<file path="config.mk">
export PLATFORM = sky130hd
export DESIGN_NAME = sargantana_icache_flush_ctrl
export DESIGN_NICKNAME = d
export VERILOG_FILES = /design/src/rtl/sargantana_icache_flush_ctrl.sv
export SDC_FILE = /design/constraint.sdc
export NUM_CORES = 1
export LEC_CHECK = 0
export BUFFER_PORTS_ARGS = -buffer_cell sky130_fd_sc_hd__buf_2
export CAP_MARGIN = 0
export CELL_PAD_IN_SITES_DETAIL_PLACEMENT = 0
export CELL_PAD_IN_SITES_GLOBAL_PLACEMENT = 2
export CORE_MARGIN = 2
export CORE_UTILIZATION = 25
export CTS_CLUSTER_SIZE = 28
export DETAILED_ROUTE_END_ITERATION = 10
export PLACE_DENSITY = 0.62
export SETUP_SLACK_MARGIN = 0.5
export SYNTH_ARGS = -nofsm -noshare
export SYNTH_HDL_FRONTEND = slang
export SYNTH_SLANG_ARGS = --single-unit
</file>
<file path="constraint.sdc">
create_clock -name clk_i -period 2.91 [get_ports clk_i]
set_input_delay 0.4365 -clock clk_i [delete_from_list [all_inputs] [get_ports clk_i]]
set_output_delay 0.4365 -clock clk_i [all_outputs]
set_load 0.03 [all_outputs]
</file>
<file path="src/rtl/sargantana_icache_flush_ctrl.sv">
// -----------------------------------------------------------------------------
// sargantana_icache_flush_ctrl
//
// Full instruction-cache invalidation sequencer for fence.i.
//
// A flush request first blocks new lookups and waits until the icache
// controller has drained (controller idle, no L2 refill outstanding). Only
// then is the shared valid-array write port taken over. The sweep clears every
// way-valid bit, one set per cycle, in ascending set order. A one-cycle
// acknowledge closes the sequence.
//
// Requests that arrive while the controller is draining are absorbed into the
// flush already in progress. Requests that arrive during the sweep or the
// acknowledge cycle may have been issued after some sets were already cleared.
// Such requests are remembered in a single pending bit, and one further
// complete flush is run for them.
//
// All outputs are registered. They are computed from the next state, so that
// they line up with the registered state. An asynchronous reset forces all
// outputs to zero at once.
//
// Optional build macro:
//   ICACHE_FLUSH_PERF_EN - adds flush_stall_cnt_o. This is a saturating 32-bit
//                          count of cycles in which lookups were blocked.
// -----------------------------------------------------------------------------
module sargantana_icache_flush_ctrl #(
    parameter  int ICACHE_DEPTH = 64,
    parameter  int ICACHE_N_WAY = 4,
    localparam int IDX_W        = $clog2(ICACHE_DEPTH)
) (
    input  logic                    clk_i,
    input  logic                    rstn_i,
    input  logic                    flush_req_i,
    input  logic                    ictrl_idle_i,
    input  logic                    refill_pending_i,
    output logic                    block_req_o,
    output logic                    vld_we_o,
    output logic [IDX_W-1:0]        vld_addr_o,
    output logic [ICACHE_N_WAY-1:0] vld_wdata_o,
    output logic                    flush_busy_o,
    output logic                    flush_ack_o
`ifdef ICACHE_FLUSH_PERF_EN
    ,
    output logic [31:0]             flush_stall_cnt_o
`endif
);

    typedef enum logic [1:0] {
        IDLE  = 2'd0,
        DRAIN = 2'd1,
        SWEEP = 2'd2,
        DONE  = 2'd3
    } state_t;

    localparam logic [IDX_W-1:0] LAST_SET = IDX_W'(ICACHE_DEPTH - 1);

    state_t           state_q, state_d;
    logic [IDX_W-1:0] cnt_q, cnt_d;
    logic             pend_q, pend_d;

    // Registered output copies. Busy and block are the same signal.
    logic             busy_q, busy_d;
    logic             we_q, we_d;
    logic [IDX_W-1:0] addr_q, addr_d;
    logic             ack_q, ack_d;

    // Next-state logic, including next values for the registered outputs.
    always_comb begin
        state_d = state_q;
        cnt_d   = cnt_q;
        pend_d  = pend_q;

        unique case (state_q)
            IDLE: begin
                if (flush_req_i) begin
                    state_d = DRAIN;
                end
            end
            DRAIN: begin
                // A request seen here is merged into this flush. The sweep
                // has not started yet, so that request is fully covered.
                if (ictrl_idle_i && !refill_pending_i) begin
                    state_d = SWEEP;
                    cnt_d   = '0;
                end
            end
            SWEEP: begin
                // The set index is a power of two. It wraps to zero after the
                // final set, which leaves it ready for any later sweep.
                cnt_d = cnt_q + IDX_W'(1);
                if (flush_req_i) begin
                    pend_d = 1'b1;
                end
                if (cnt_q == LAST_SET) begin
                    state_d = DONE;
                end
            end
            DONE: begin
                // A request in the acknowledge cycle counts as pending,
                // just like one seen during the sweep.
                if (pend_q || flush_req_i) begin
                    state_d = DRAIN;
                    pend_d  = 1'b0;
                end else begin
                    state_d = IDLE;
                end
            end
            default: begin
                state_d = IDLE;
            end
        endcase

        busy_d = (state_d != IDLE);
        we_d   = (state_d == SWEEP);
        addr_d = we_d ? cnt_d : '0;
        ack_d  = (state_d == DONE);
    end

    // Flush FSM: state, set counter, pending bit and registered outputs.
    always_ff @(posedge clk_i or negedge rstn_i) begin
        if (!rstn_i) begin
            state_q <= IDLE;
            cnt_q   <= '0;
            pend_q  <= 1'b0;
            busy_q  <= 1'b0;
            we_q    <= 1'b0;
            addr_q  <= '0;
            ack_q   <= 1'b0;
        end else begin
            state_q <= state_d;
            cnt_q   <= cnt_d;
            pend_q  <= pend_d;
            busy_q  <= busy_d;
            we_q    <= we_d;
            addr_q  <= addr_d;
            ack_q   <= ack_d;
        end
    end

    assign flush_busy_o = busy_q;
    assign block_req_o  = busy_q;
    assign vld_we_o     = we_q;
    assign vld_addr_o   = addr_q;
    assign flush_ack_o  = ack_q;
    // An invalidation only ever clears valid bits.
    assign vld_wdata_o  = '0;

`ifdef ICACHE_FLUSH_PERF_EN
    logic [31:0] stall_cnt_q, stall_cnt_d;

    // Count cycles in which lookups are blocked, saturating at all-ones.
    always_comb begin
        stall_cnt_d = stall_cnt_q;
        if (busy_q && (stall_cnt_q != 32'hFFFF_FFFF)) begin
            stall_cnt_d = stall_cnt_q + 32'd1;
        end
    end

    // Stall counter register; only reset clears it.
    always_ff @(posedge clk_i or negedge rstn_i) begin
        if (!rstn_i) begin
            stall_cnt_q <= '0;
        end else begin
            stall_cnt_q <= stall_cnt_d;
        end
    end

    assign flush_stall_cnt_o = stall_cnt_q;
`endif

endmodule

</file>
==> reports/summary.txt, run 1 <==
Fin Setup TNS: 0 ns
CTS tree: built
Worst Hold Class: in2async
clk slew on worst S/H paths: 0.06 ns
setup violators final: 0
Post-DRT Antenna Nets: 0
drt initial violations: 7
Final Instance Area: 1100 um2
Worst R2R Start: state_q[0]
Max Clock Freq: 0.529 GHz
fin crit period: 1.89 ns
sequential cell area: 450 um2
worst vdd ir: 0.000277 V
pwr dens: 856 nW/um2
Yosys top cell by area: dfrtp_1
Yosys reg bits: 18
fraction of layout cells with a size suffix above 1: 30.9%
Die Span Y: 66.3 um
Hold Violations, Final: 0
num rows: 22
Vias/cell: 4.23
Crit. End Element: flip-flop
drt wl/cell: 11.7 um
total number of H-tree levels: 1
compound-cell area share of the yosys netlist: 14.5%
mux share of post-synthesis cell area: 3.10%
I/O pins: 19
Die X-Extent: 66.3 um
Worst EP required: 3.02 ns
P&R area growth vs syn: 13.8%
most frequent cells in the layout: dfrtp_1, buf_2, nor3b_2
final setup skew: 0.00459 ns
post-synthesis sequential area ratio: 46.5%
tightest hold margin: 0.101 ns
Filler Cell Count: 400
Critical Path AT: 2.00 ns
Worst-Margin Slew: 0.609 ns
most common cell after layout, fill and taps aside: dfrtp_1
Synth top area share: 46.5%
CTS sink cnt: 18
Gate Count Post-Synth: 83
r2r endpoint: block_req_o
reg2reg path depth: 6
Slew Viols, Final: 0
Inserted Clock Buffers: 3
vias in the first global route: 657
crit path kind: reg2reg
Nets: 109
# resized after CTS: 0
CP startpoint kind: flip-flop
cts hold-fix bufs: 0
Worst-Skew Late Latency: 0.25 ns
antenna violations before repair: 0
die area: 4390 um2
largest net degree at the start of global routing: 19
final WL: 1700 um
ANT cells: 0
largest family of logic cells by synthesized area: simple AND/OR/NAND/NOR gates
Pleak: 0.521 nW
DP Worst Slack: 1.01 ns
post-layout power: 945 uW
DP Wirelength: 1340 um
synth top area cells: dfrtp_1, nor3b_2, ha_1
Final Core Density: 29.9%
GP Congestion: 0.765
Layout Cells excl Fill: 145
crit share post-route: 64.9%
cell area after synthesis: 970 um2
Max Buffers Root-to-Sink: 2
Simple-Gate Fraction of Synth Area: 21.7%
Yosys warning count: 0
initial core utilization: 26.3%
status: finished clean
core footprint: 3690 um2
syn_area_per_cell: 11.7 um2
Adder-Cell Fraction of Synth Area: 6.45%
XOR/XNOR Fraction of Synth Area: 0%
area of the multi-input gates: 458 um2
First-pass DRT Iterations: 4
Placed Cells: 142
Post-CTS Setup Bufs: 0
CP max FO: 9
final worst slack: 1.02 ns
placed cell area: 1060 um2
r2r setup slk: 1.02 ns
Max-Cap Viols: 0
Total Routing Usage GR: 9.84%
post-synth cell types: 33
Root Buffer: clkbuf_8
port buffer count: 14
Vias: 614
first-pass GRT wire length: 3150 um
DRC: 0
RSZ-0062 raised after global routing: no
Slew HR: 59.3%
grt ovf: 0
synth_stat cells, drive strengths merged:
| library cell | n |
|---|---|
| nand2b | 2 |
| conb | 1 |
| a21o | 1 |
| nor4b | 1 |
| o21ai | 4 |
| a32o | 1 |
| nand3 | 2 |
| and2 | 1 |
| nor2 | 5 |
| o2bb2ai | 2 |
| nor2b | 2 |
| inv | 5 |
| a21bo | 1 |
| nand3b | 1 |
| nand2 | 3 |
| and3 | 2 |
| clkinv | 1 |
| a21oi | 1 |
| buf | 6 |
| nor3 | 2 |
| ha | 5 |
| a221o | 2 |
| a311oi | 1 |
| o21a | 2 |
| mux2i | 3 |
| nor3b | 7 |
| dfrtp | 18 |
| a22o | 1 |
per-layer routing:
metal	part of all wire, %	up-vias	wire, um	global-route usage [%]
met1	47	283	793	12.3
li1	-	310	-	-
met5	0	-	0	0
met2	47	16	798	15.0
met4	4.1	0	69	7.65
met3	2.1	5	35	1.53
flip-flops by register name, summed over array words and instances (netlist names):
signal       flops
block_req_o      1
cnt_q            6
flush_ack_o      1
pend_q           1
state_q          2
vld_addr_o       6
vld_we_o         1
worst max-delay path by stage:
stage	startpoint	endpoint	slack, ns
final	state_q[0]	block_req_o	1.02
after global routing	state_q[0]	vld_addr_o[2]	0.84
after CTS	state_q[0]	block_req_o	0.99
after detailed placement	state_q[0]	block_req_o	1.01
after global placement	state_q[0]	block_req_o	1.0
after floorplan	state_q[0]	block_req_o	1.19
cell type report:
type,count,area share [%]
multi-input cells,56,41.5
clock buffers,3,3.74
repair buffers,14,6.35
flip-flops and latches,18,40.8
well taps,48,5.44
inverters,6,2.15
report_power, final:
group | switching (mW) | total (mW) | internal, mW
combinational | 0.304 | 0.453 | 0.149
clock | 0.0759 | 0.168 | 0.0919
sequential | 0.0275 | 0.324 | 0.297
cells by family (layout without fill, tap and decap cells):
logic type / after synthesis / in the layout
simple gates: 28 / 28
flops: 18 / 18
compound gates: 16 / 16
buf+inv: 12 / 23
fa+ha+maj: 5 / 5
mux: 3 / 3
other cells: 1 / 4
critical path, cell delays in order (launching register included):
cell and delay, ns:
dfrtp_1 0.39, inv_1 0.13, ha_1 0.34, and2_4 0.19
a311oi_2 0.37, o21a_1 0.21, o21ai_0 0.10
No activity file was read; power rests on OpenSTA's default activity.
==> inputs of run 2 (changes only) <==
- PLACE_DENSITY: 0.62 -> 0.64
- clock period: 2.91 -> 1.63 ns (I/O delays scaled with it)
==> reports/summary.txt, run 2 (synthesized netlist as in run 1, its figures left out) <==
status: finished clean
Slew Viols, Final: 0
Pleak: 0.623 nW
most common cell after layout, fill and taps aside: dfrtp_1
drt wl/cell: 12.0 um
r2r endpoint: vld_addr_o[5]
WHS Endpoint: pend_q
pwr dens: 1640 nW/um2
worst stage delay on the critical path: 0.41 ns
Max-Cap Viols: 0
sw frac: 39.7%
placed cell area: 1160 um2
CP startpoint kind: flip-flop
clk slew on worst S/H paths: 0.07 ns
Die Span Y: 66.3 um
CTS tree: built
GP Congestion: 0.760
grt ovf: 0
DRC: 0
crit path kind: reg2reg
Cell Chain, Critical Path: inv_2 > ha_4 > a21bo_4 > a221o_1 > nor3b_2
worst vdd ir: 0.000569 V
fin crit period: 1.62 ns
DP Wirelength: 1390 um
I/O pins: 19
largest net degree at the start of global routing: 19
RSZ-0062 raised after global routing: yes
DP Worst Slack: -0.0392 ns
Nets: 127
hold path start: flush_req_i
drt initial violations: 68
Crit path max-delay family: compound AO/OA/AOI/OAI gates
num rows: 22
first-pass GRT wire length: 3300 um
Int Power: 1.32 mW
Net Sw Power: 868 uW
most frequent cells in the layout: dfrtp_1, buf_4, buf_2
setup violators final: 0
Worst-Skew Late Latency: 0.26 ns
Total Routing Usage GR: 10.4%
antenna violations before repair: 0
Worst Hold Class: in2reg
CTS sink cnt: 18
First-pass DRT Iterations: 4
fraction of layout cells with a size suffix above 1: 51.7%
Vias/cell: 4.23
final WL: 1960 um
Die X-Extent: 66.3 um
Reg power frac: 26.6%
Vias: 693
Crit. End Element: flip-flop
Max Buffers Root-to-Sink: 2
reg2reg path depth: 5
Gate power share: 56.8%
Inserted Clock Buffers: 3
Post-DRT Antenna Nets: 0
vias in the first global route: 683
P&R area growth vs syn: 37.7%
core footprint: 3690 um2
Hold Violations, Final: 0
post-layout power: 2.19 mW
Root Buffer: clkbuf_8
CP max FO: 5
clock network power share: 16.6%
final setup skew: 0.00593 ns
crit share post-route: 99.2%
final worst slack: 0.0135 ns
Worst R2R Start: state_q[0]
Worst EP required: 1.76 ns
die area: 4390 um2
initial core utilization: 26.3%
Critical Path AT: 1.75 ns
port buffer count: 14
Max Clock Freq: 0.619 GHz
Final Instance Area: 1340 um2
CP max stage cell: dfrtp_1
total number of H-tree levels: 1
hold path depth: 4
r2r setup slk: 0.01 ns
ANT cells: 0
CP bufs+invs: 1
==> run 2: changes by cell type in the layout (fill, tap and decap cells not counted), sizes merged <==
cell	delta
dlygate4sd3	+1
buf	+17
clkbuf	+1
==> run 2: power groups by stage <==
| stage | clock network, mW | registers, mW | logic (mW) |
|---|---|---|---|
| 2_1_floorplan | 0 | 0.668 | 0.690 |
| 4_1_cts | 0.384 | 0.582 | 1.20 |
| 6_report | 0.364 | 0.583 | 1.24 |
| 3_3_place_gp | 0 | 0.585 | 1.03 |
| 3_5_place_dp | 0 | 0.592 | 1.02 |
| 5_1_grt | 0.402 | 0.592 | 1.36 |
==> run 2: metal layers <==
metal,wire length (um),track usage (%),share of wire (%)
met3,115,3.58,5.9
met5,0,0,0
met1,889,12.7,45
met2,925,16.4,47
met4,34,4.59,1.7
==> run 2: tightest hold or removal path, cell delays in order <==
cell,delay [ns]
buf_2,0.12
mux2i_1,0.07
nand2_1,0.05
o21ai_0,0.06
==> run 2: final cells by class <==
| cell class | instances | area, um2 |
|---|---|---|
| Clock buffer | 4 | 55.1 |
| Fill cell | 371 | 2350 |
| Inverter | 6 | 23.8 |
| Multi-Input combinational cell | 56 | 533 |
| Sequential cell | 18 | 452 |
| Tap cell | 48 | 60.1 |
| Timing Repair Buffer | 32 | 211 |
==> run 2: timing repair <==
item,in CTS,in global routing
pin swaps,7,6
setup endpoints to repair,17,17
gates resized for setup,6,3
hold endpoints to repair,18,0
buffers inserted,8,2
hold buffers,1,0
==> run 2: worst max-delay path by stage <==
stage	slack (ns)	from	cells past startpoint	to
4_1_cts	-0.02	state_q[1]	5	vld_addr_o[5]
3_3_place_gp	0.008	state_q[1]	5	vld_addr_o[5]
6_report	0.01	state_q[0]	5	vld_addr_o[5]
2_1_floorplan	0.04	state_q[1]	5	vld_addr_o[5]
3_5_place_dp	-0.04	state_q[0]	5	vld_addr_o[5]
5_1_grt	-0.05	state_q[0]	5	vld_addr_o[5]
==> run 2: stage by stage <==
stage               std cells  TNS (ns)  hold slack, ns  utilization (%)
global route              164    -0.177           0.367             36.2
global placement          149         0           0.201             31.4
CTS                       162   -0.0240           0.342             35.6
detailed placement        149   -0.0392           0.208             31.4
floorplan                  86         0         -0.0511                -
finish                    164         0           0.339             36.2
==> inputs of run 3 (changes only) <==
- PLACE_DENSITY: 0.64 -> not set
- PLACE_DENSITY_LB_ADDON: not set -> 0.05
==> reports/summary.txt, run 3 (synthesized netlist as in run 1, its figures left out) <==
crit share post-route: 100%
Critical Path AT: 1.76 ns
r2r setup slk: -0.002 ns
Die Span Y: 66.3 um
Layout Cells excl Fill: 167
crit path kind: reg2reg
CP max stage cell: dfrtp_2
uppermost layer routed: met3
setup violators final: 1
CP startpoint kind: flip-flop
hold path start: flush_req_i
met1 wire length: 858 um
I/O pins: 19
P&R area growth vs syn: 38.8%
drt initial violations: 9
largest net degree at the start of global routing: 19
vias in the first global route: 782
Total Routing Usage GR: 12.1%
worst vdd ir: 0.000584 V
fraction of layout cells with a size suffix above 1: 52.9%
total number of H-tree levels: 1
ANT cells: 0
WHS Endpoint: pend_q
failing checks: setup timing
Worst-Skew Late Latency: 0.25 ns
final worst slack: -0.00205 ns
GP Congestion: 0.671
Final Core Density: 36.5%
antenna violations before repair: 0
port buffer count: 14
first-pass GRT wire length: 3860 um
clk slew on worst S/H paths: 0.07 ns
Vias: 716
Detail Route met3 WL: 84 um
Max-Cap Viols: 0
First-pass DRT Iterations: 4
Slew Viols, Final: 0
initial core utilization: 26.3%
Gate power share: 55.8%
Reg power frac: 27.1%
CTS sink cnt: 18
clock network power share: 17.0%
Max Clock Freq: 0.613 GHz
Placed Cells: 154
final WL: 2190 um
Inserted Clock Buffers: 3
Worst Hold Class: in2reg
Max Buffers Root-to-Sink: 2
drt wl/cell: 13.1 um
sw frac: 39.6%
Net Sw Power: 847 uW
Root Buffer: clkbuf_8
Fin Setup TNS: -0.00205 ns
DP Wirelength: 1670 um
worst stage delay on the critical path: 0.43 ns
reg2reg path depth: 5
r2r endpoint: vld_addr_o[5]
Cell Chain, Critical Path: inv_2 > ha_4 > a21bo_4 > a221o_1 > nor3b_2
routed wire length on met2: 1250 um
CP max FO: 6
post-layout power: 2.14 mW
CTS tree: built
Worst R2R Start: state_q[1]
fin crit period: 1.63 ns
DRC: 0
Nets: 130
Pleak: 0.642 nW
Die X-Extent: 66.3 um
status: finished, violations left
grt ovf: 0
final setup skew: 0.00449 ns
Final Instance Area: 1350 um2
RSZ-0062 raised after global routing: yes
core footprint: 3690 um2
placed cell area: 1190 um2
Hold Violations, Final: 0
Post-DRT Antenna Nets: 0
Worst EP required: 1.76 ns
pwr dens: 1590 nW/um2
num rows: 22
most frequent cells in the layout: buf_4, dfrtp_1, buf_2
Vias/cell: 4.29
Crit. End Element: flip-flop
hold path depth: 4
Int Power: 1.29 mW
most common cell after layout, fill and taps aside: buf_4
die area: 4390 um2
==> run 3: cell count changes in the layout (fill, tap and decap cells not counted), sizes merged <==
cell,delta
buf,+3
==> run 3: timing repair <==
item / 4_1_cts / 5_1_grt
pin swaps: 2 / 5
setup buffers: 8 / 0
hold buffers: 1 / 0
hold endpoints to repair: 18 / 0
resized for setup: 6 / 3
endpoints found under the setup margin: 17 / 18
==> run 3: power by group through the flow <==
stage	registers, mW	logic [mW]	clock network (mW)
after global routing	0.592	1.32	0.412
after floorplan	0.668	0.690	0
after CTS	0.579	1.20	0.383
after global placement	0.586	1.05	0
final	0.581	1.20	0.365
after detailed placement	0.591	1.04	0
==> run 3: routing by layer <==
| layer | vias to the layer above | global-route usage [%] |
|---|---|---|
| met5 | - | 0 |
| met4 | 0 | 1.53 |
| met3 | 0 | 4.09 |
| met2 | 13 | 23.3 |
| met1 | 346 | 12.9 |
| li1 | 357 | - |
==> run 3: cell type report <==
cell class / instances / area [um2]
Fill cell: 383 / 2340
Sequential cell: 18 / 452
Clock buffer: 4 / 55.1
Multi-Input combinational cell: 56 / 526
Inverter: 6 / 23.8
Tap cell: 48 / 60.1
Timing Repair Buffer: 35 / 230
==> run 3: stage by stage <==
stage               hold WS (ns)  setup WS [ns]
floorplan                -0.0511         0.0371
global placement           0.199        -0.0375
detailed placement         0.207        -0.0614
CTS                        0.360        0.00728
global route               0.432        -0.0425
finish                     0.352       -0.00205
==> run 3: how the worst max path moves through the flow <==
stage                           from             to  slack [ns]  cells after the start
after floorplan           state_q[1]  vld_addr_o[5]        0.04                      5
after global routing      state_q[1]  vld_addr_o[5]       -0.04                      5
after detailed placement  state_q[1]  vld_addr_o[5]       -0.06                      5
after CTS                 state_q[1]  vld_addr_o[5]       0.007                      5
final                     state_q[1]  vld_addr_o[5]      -0.002                      5
after global placement    state_q[1]  vld_addr_o[5]       -0.04                      5
==> run 3: critical path: cells and delay by family, from the launching register on <==
| family | cells | cell delay, ns |
|---|---|---|
| compound gates | 2 | 0.58 |
| flops | 1 | 0.43 |
| fa+ha+maj | 1 | 0.28 |
| simple gates | 1 | 0.15 |
| buf+inv | 1 | 0.07 |
